[config.mk]
export PLATFORM = sky130hd
export DESIGN_NAME = sequence_generator
export DESIGN_NICKNAME = d
export VERILOG_FILES = /design/src/rtl/seq_lane_pkg.sv /design/src/rtl/sequence_generator.sv
export SDC_FILE = /design/constraint.sdc
export NUM_CORES = 1
export LEC_CHECK = 0
export CORE_MARGIN = 2
export CORE_UTILIZATION = 44
export CTS_CLUSTER_DIAMETER = 80
export CTS_CLUSTER_SIZE = 24
export DETAILED_ROUTE_END_ITERATION = 8
export DONT_BUFFER_PORTS = 1
export GPL_TIMING_DRIVEN = 0
export PLACE_DENSITY = 0.61
export SLEW_MARGIN = 20
export SYNTH_ARGS = -nofsm -noshare
export SYNTH_HDL_FRONTEND = slang
export SYNTH_SLANG_ARGS = --single-unit
[constraint.sdc]
create_clock -name clk -period 2.31 [get_ports clk]
set_input_delay 0.5775 -clock clk [delete_from_list [all_inputs] [get_ports clk]]
set_output_delay 0.5775 -clock clk [all_outputs]
set_load 0.005 [all_outputs]
[src/rtl/seq_lane_pkg.sv]
// Shared lane definitions for the w/x/y serial pattern generator and detector.
// Frame patterns, lane select encodings and the generator state encoding.
package seq_lane_pkg;

   localparam logic [3:0] W_PAT = 4'b1010;
   localparam logic [3:0] X_PAT = 4'b1110;
   localparam logic [3:0] Y_PAT = 4'b1000;

   localparam logic [1:0] SEL_W   = 2'd0;
   localparam logic [1:0] SEL_X   = 2'd1;
   localparam logic [1:0] SEL_Y   = 2'd2;
   localparam logic [1:0] SEL_ALL = 2'd3;

   typedef enum logic [1:0] {
      ST_IDLE = 2'd0,
      ST_SEND = 2'd1,
      ST_GAP  = 2'd2,
      ST_FIN  = 2'd3
   } state_e;

   // Returns {y, x, w} for frame bit idx of the selected lane(s).
   function automatic logic [2:0] lane_bits(input logic [1:0] sel, input logic [1:0] idx);
      logic [2:0] r;
      r = 3'b000;
      case (sel)
         SEL_W:   r = {1'b0, 1'b0, W_PAT[idx]};
         SEL_X:   r = {1'b0, X_PAT[idx], 1'b0};
         SEL_Y:   r = {Y_PAT[idx], 1'b0, 1'b0};
         SEL_ALL: r = {Y_PAT[idx], X_PAT[idx], W_PAT[idx]};
         default: r = 3'b000;
      endcase
      return r;
   endfunction

endpackage

[src/rtl/sequence_generator.sv]
// Serialises repeated 4-bit lane frames (MSB first) with trailing zero gaps.
// One request (lane select, repetition count) is accepted per valid/ready handshake.
module sequence_generator
   import seq_lane_pkg::*;
#(
   parameter int CNT_W = 4,
   parameter int GAP   = 2
)(
   input  logic             clk,
   input  logic             reset,
   input  logic             req_valid,
   output logic             req_ready,
   input  logic [1:0]       req_sel,
   input  logic [CNT_W-1:0] req_count,
   output logic             w,
   output logic             x,
   output logic             y,
   output logic             busy,
   output logic             done
);

   localparam bit         GAP_EN   = (GAP > 0);
   localparam logic [3:0] GAP_LAST = (GAP > 0) ? 4'(GAP - 1) : 4'd0;

   state_e             state_q, state_d;
   logic [1:0]         bit_q, bit_d;
   logic [3:0]         gap_q, gap_d;
   logic [CNT_W-1:0]   cnt_q, cnt_d;
   logic [1:0]         sel_q, sel_d;
   logic [2:0]         lane_q, lane_d;
   logic               busy_q, busy_d;
   logic               done_q, done_d;
   logic               ready_s;
   logic               accept_s;
   logic [CNT_W-1:0]   cnt_dec_s;

   assign ready_s   = (state_q == ST_IDLE) || (state_q == ST_FIN);
   assign accept_s  = req_valid & ready_s & ~reset;
   // Saturating decrement: the remaining count never wraps below zero.
   assign cnt_dec_s = (cnt_q != {CNT_W{1'b0}}) ? (cnt_q - CNT_W'(1'b1)) : {CNT_W{1'b0}};

   // State, counters and output flops.
   always_ff @(posedge clk or posedge reset) begin
      if (reset) begin
         state_q <= ST_IDLE;
         bit_q   <= 2'd0;
         gap_q   <= 4'd0;
         cnt_q   <= {CNT_W{1'b0}};
         sel_q   <= 2'd0;
         lane_q  <= 3'b000;
         busy_q  <= 1'b0;
         done_q  <= 1'b0;
      end else begin
         state_q <= state_d;
         bit_q   <= bit_d;
         gap_q   <= gap_d;
         cnt_q   <= cnt_d;
         sel_q   <= sel_d;
         lane_q  <= lane_d;
         busy_q  <= busy_d;
         done_q  <= done_d;
      end
   end

   // Next-state and counter sequencing.
   always_comb begin
      state_d = state_q;
      bit_d   = bit_q;
      gap_d   = gap_q;
      cnt_d   = cnt_q;
      sel_d   = sel_q;
      case (state_q)
         ST_IDLE, ST_FIN: begin
            if (accept_s) begin
               sel_d = req_sel;
               cnt_d = req_count;
               bit_d = 2'd3;
               gap_d = 4'd0;
               if (req_count != {CNT_W{1'b0}}) begin
                  state_d = ST_SEND;
               end else begin
                  state_d = ST_FIN;
               end
            end else begin
               state_d = ST_IDLE;
            end
         end
         ST_SEND: begin
            if (bit_q != 2'd0) begin
               bit_d = bit_q - 2'd1;
            end else if (GAP_EN) begin
               state_d = ST_GAP;
               gap_d   = GAP_LAST;
            end else begin
               cnt_d = cnt_dec_s;
               bit_d = 2'd3;
               if (cnt_dec_s != {CNT_W{1'b0}}) begin
                  state_d = ST_SEND;
               end else begin
                  state_d = ST_FIN;
               end
            end
         end
         ST_GAP: begin
            if (gap_q != 4'd0) begin
               gap_d = gap_q - 4'd1;
            end else begin
               cnt_d = cnt_dec_s;
               bit_d = 2'd3;
               if (cnt_dec_s != {CNT_W{1'b0}}) begin
                  state_d = ST_SEND;
               end else begin
                  state_d = ST_FIN;
               end
            end
         end
         default: begin
            state_d = ST_IDLE;
         end
      endcase
   end

   // Outputs are decoded from the upcoming state so the flops present them in that cycle.
   always_comb begin
      lane_d = 3'b000;
      busy_d = 1'b0;
      done_d = 1'b0;
      case (state_d)
         ST_SEND: begin
            lane_d = lane_bits(sel_d, bit_d);
            busy_d = 1'b1;
         end
         ST_GAP: begin
            busy_d = 1'b1;
         end
         ST_FIN: begin
            done_d = 1'b1;
         end
         default: begin
            lane_d = 3'b000;
         end
      endcase
   end

   assign req_ready = ready_s;
   assign w         = lane_q[0];
   assign x         = lane_q[1];
   assign y         = lane_q[2];
   assign busy      = busy_q;
   assign done      = done_q;

endmodule

# [Word-level counts from Yosys, hierarchy flattened]
# Cells that the tools add are included.
[totals] inputBits=9 register_bits=19 wordCells=71
[classes] muxes=30 n_eq_ne=13 reduce_logical=12 n_bitwise=4 addsub=3 n_lt_le_gt_ge=1
[ops] op="4-bit 2-to-1 mux" count=6
[ops] op="2-bit 2-to-1 mux" count=10
[ops] op="4-bit nonzero test" count=4
[ops] op="2-bit == test (second input constant)" count=6
[ops] op="2-bit one-hot mux with 3 select lines" count=2
[ops] op="3-bit one-hot mux with 4 select lines" count=1
[ops] op="4-bit one-hot mux with 3 select lines" count=1
[ops] op="2-bit inequality test (second input constant)" count=4
[ops] op="4-bit one-hot mux with 2 select lines" count=1
[ops] op="4-bit by 1-bit subtractor with 4-bit output (second input constant)" count=2
[ops] op="1-bit binary-select mux with 2-bit select" count=3
[ops] op="2-bit by 1-bit == test with 1-bit output (second input constant)" count=3
[ops] op="3-bit AND reduction" count=2
[ops] op="1-bit 2-to-1 mux" count=5
[ops] op="2-bit logical NOT" count=2
[ops] op="2-bit OR reduction" count=2
[ops] op="2-bit by 3-bit less-than comparator with 1-bit output (second input constant)" count=1
[ops] op="3-bit 2-to-1 mux" count=1
[ops] op="1-bit bitwise AND" count=2
[ops] op="1-bit inverter" count=2
[ops] op="2-bit nonzero test" count=1
[ops] op="2-bit by 1-bit subtractor with 2-bit output (second input constant)" count=1
[ops] op="1-bit logical OR" count=1

# [Logic depth before layout (Yosys ltp)]
[depth] depth_word=10 ltp_mapped=9 mapped_depth_nobuf=9

# [Worst setup path before layout]
# No wires, ideal clock.
[synth_path] path_kind="flip-flop to flip-flop" startpoint="reg gap_q[0]" endpoint="reg lane_q[2]" path_slack_ns=0.374 setup_time_ns=0.086 arrival_time_ns=1.849 path_buffers=0 t_required_ns=2.224 stages_incl_launch_ff=10 synth_period_minus_slack_ns=1.936 cell_sequence="dfrtp_1 inv_1 ha_1 or3b_4 a21oi_1 nor2_1 o31ai_1 ha_1 o221ai_1 nor3_1"
[synth_between] elab_chain_cells=7 elab_cells_between_ends=10 classes_between="eq/ne (1); mux (8); reduce/logical (1)"
[synth_lines] item="start: declaration" line_no="sequence_generator.sv:27" rtl="logic [3:0] gap_q, gap_d;"
[synth_lines] item="start signal: assignment" line_no="sequence_generator.sv:56" rtl="gap_q <= gap_d;"
[synth_lines] item="4-bit nonzero test (*)" line_no="sequence_generator.sv:105" rtl="if (gap_q != 4'd0) begin"
[synth_lines] item="2-bit 2-to-1 mux" line_no="sequence_generator.sv:105"
[synth_lines] item="2-bit one-hot mux with 3 select lines" line_no="sequence_generator.sv:72" rtl="case (state_q)"
[synth_lines] item="1-bit binary-select mux with 2-bit select" line_no="seq_lane_pkg.sv:28, seq_lane_pkg.sv:29"
[synth_lines] item="1-bit 2-to-1 mux (implied by the code)" line_no="seq_lane_pkg.sv:28, seq_lane_pkg.sv:29"
[synth_lines] item="3-bit one-hot mux with 4 select lines" line_no="seq_lane_pkg.sv:25" rtl="case (sel)"
[synth_lines] item="3-bit 2-to-1 mux (*)" line_no="sequence_generator.sv:128" rtl="case (state_d)"
[synth_lines] item="via lane_d[2]" line_no="sequence_generator.sv:30" rtl="logic [2:0] lane_q, lane_d;"
[synth_lines] item="end signal: assignment" line_no="sequence_generator.sv:59" rtl="lane_q <= lane_d;"
[synth_lines] item="end: declaration" line_no="sequence_generator.sv:30"
# The timed path passes the listed nets; every way through them passes the cells marked *. The select of a mux whose other input is x is not followed.
# A chain may end at the register's enable or synchronous reset.

# [Worst setup path after layout]
# Ends and elaborated chain as after synthesis.

==> flow_summary.json <==
{
  "drt_iter0_drc": 8,
  "ys.flop_type": "dfrtp_1",
  "vias": 775,
  "slowest_delay_ns": 0.42,
  "layout-drive-gt1-share_pct": 18.3,
  "clk_pin_slew_worst_paths_ns": 0.11,
  "cp_max_fo": 3,
  "p_leak_nw": 0.531,
  "globalplace.congestion": 0.798,
  "area_delta_synth_final_pct": 8.46,
  "status": "finished clean",
  "synth_edf_count": 0,
  "dr.pass1.iters": 4,
  "die_area_um2": 2900,
  "port_buffers": 0,
  "core-area_um2": 2410,
  "die_h_um": 53.9,
  "fp.dieW_um": 53.9,
  "finalCriticalPeriod_ns": 2.12,
  "tns_ns": 0,
  "setup_viol": 0,
  "yosysTopAreaCell": "dfrtp_1",
  "cts-hold-fix-buffers": 0,
  "start_util_pct": 45.4,
  "slew-limit-headroom_pct": 51.2,
  "finalClockSkew_ns": 0.00635,
  "clk_latency_ns": 0.30,
  "ios": 15,
  "startpoint_type": "flip-flop",
  "synth_area_per_cell_um2": 10.0,
  "ff_latch_area_um2": 475,
  "hp-class": "in2async",
  "finalNetCount": 131,
  "cts_htree_levels": 1,
  "tightestPinTransition_ns": 0.731,
  "syn_inst": 109,
  "synth_nets": 124,
  "rsz0062_at_grt": "no",
  "synthesis.area_um2": 1090,
  "grt_usage_pct": 15.7,
  "cts_root_buf": "clkbuf_4",
  "period_share_pct": 91.6,
  "r2r_cells": 9,
  "final_cell_area_um2": 1190,
  "cap_violations": 0,
  "hpwl_um": 1450,
  "diodes": 0,
  "grt_max_degree": 20,
  "synthArstFlopShare_pct": 100,
  "synth-seq-area-share_pct": 43.4,
  "max_clock_freq_mhz": 473,
  "ff2ff_setup_slack_ns": 0.19,
  "powerDensity_nw_per_um2": 1560,
  "n_fill_cell": 217,
  "via_per_inst": 5.34,
  "wl_per_cell_um": 13.7,
  "grt-ovfl-total": 0,
  "grt_first_pass_wirelength_um": 3220,
  "ys_warn_count": 0,
  "ys_ff_latch": 19,
  "worstPathCellList": "inv_2, ha_1, or3b_4, a21oi_1, nor2_1, o31ai_2, ha_2, o221ai_1, nor3_1",
  "multi_input_area_um2": 577,
  "place_area_um2": 1130,
  "peakVddDrop_mv": 0.797,
  "r2r_end": "lane_q[2]",
  "synth_common_cells": "dfrtp_1, inv_1, nor2_1",
  "grt_pass1_vias": 730,
  "drc": 0,
  "finalMaxSlewViolations": 0,
  "routed_wl_um": 1980,
  "ant_nets": 0,
  "endpoint": "lane_q[2]",
  "critPathRequiredTime_ns": 2.53,
  "end_kind": "flip-flop",
  "cts_tree": "done",
  "path_class": "reg2reg",
  "hold_viol_final": 0,
  "fp-row-count": 18,
  "numCtsBuffers": 3,
  "clock_path_buffers": 2,
  "cp.arrival_ns": 2.33,
  "cpMaxStageDelayCell": "dfrtp_1",
  "crit_start": "gap_q[0]",
  "clock-sinks": 19,
  "r2r-start": "gap_q[0]",
  "synth_top_area_share_pct": 43.4,
  "ys_types": 37,
  "antenna_found_initial": 0,
  "synth.most_common_cell": "dfrtp_1",
  "yosys-top-cells-area": "dfrtp_1, ha_1, inv_1"
}
[metrics by stage]
stage	cells	worst slack, ns	total power [mW]	hold WS [ns]	util, %
floorplan	109	0.374	1.44	0.469	-
global placement	139	0.157	1.60	0.496	47.0
detailed placement	139	0.158	1.64	0.499	47.0
CTS	143	0.128	1.81	0.310	48.1
global route	145	0.0167	2.04	0.333	49.3
finish	145	0.194	1.85	0.280	49.3
[per-layer routing]
metal  GRT usage (%)  routed length, um
met4            7.69                 17
met1            21.8               1040
met3            2.50                 28
met2            23.8                893
met5               0                  0
[sequential cells by signal (all words and copies together), names as in the netlist]
signal,flops
bit_q,2
busy,1
cnt_q,4
done,1
gap_q,4
lane_q,3
sel_q,2
state_q,2
[where the power goes]
group / internal (mW) / switching (mW)
clock network: 0.0672 / 0.101
logic: 0.501 / 0.599
registers: 0.475 / 0.112
[cell usage in the layout, fill, tap and decap left out, types with 2 or more instances in the layout]
cell type and instances:
nand2_1 8, a21oi_1 7, o21ai_0 3, inv_1 9, o31a_1 2, nor3_1 5, o21ai_1 3, inv_2 2
nor2_1 9, o31ai_1 2, ha_2 2, a22o_1 4, nand3b_1 2, nand2b_1 3, buf_2 3, ha_1 4
dfrtp_1 19, buf_4 2, clkbuf_4 3
[logic make-up after synthesis]
group / after synthesis / synth area share [%]
fa+ha+maj: 6 / 6.86
mux: 2 / 1.94
xor+xnor: 1 / 0.800
simple gates: 35 / 19.0
compound gates: 32 / 22.9
flops: 19 / 43.4
buf+inv: 14 / 5.14
[critical path, delay by kind of cell (launching register included)]
kind	cells	cell delay (ns)
AND/OR/NAND/NOR	3	0.68
AO/OA/AOI/OAI	3	0.48
flip-flops	1	0.42
adder cells (fa/ha/maj)	2	0.38
buffers and inverters	1	0.08
[how the worst min path moves through the flow]
stage          slack [ns]   endpoint  depth (start not counted)
2_1_floorplan        0.47   gap_q[1]                          2
3_3_place_gp         0.50   gap_q[1]                          2
3_5_place_dp         0.50   gap_q[1]                          2
4_1_cts              0.31  lane_q[0]                          1
5_1_grt              0.33  lane_q[0]                          1
6_report             0.28   gap_q[0]                          1
[timing repair]
item | in CTS | in global routing
endpoints found under the setup margin | 0 | 2
setup buffers | 0 | 2
resized for setup | 0 | 5
[final cells by class]
class | instances | share of cell area [%]
tap | 30 | 3.16
timing repair buffer | 2 | 1.26
clock buffer | 4 | 2.21
inverter | 11 | 3.48
sequential | 19 | 40.0
buffer | 3 | 1.26
multi-input combinational | 76 | 48.6
Power figures use the tool's default switching activity.
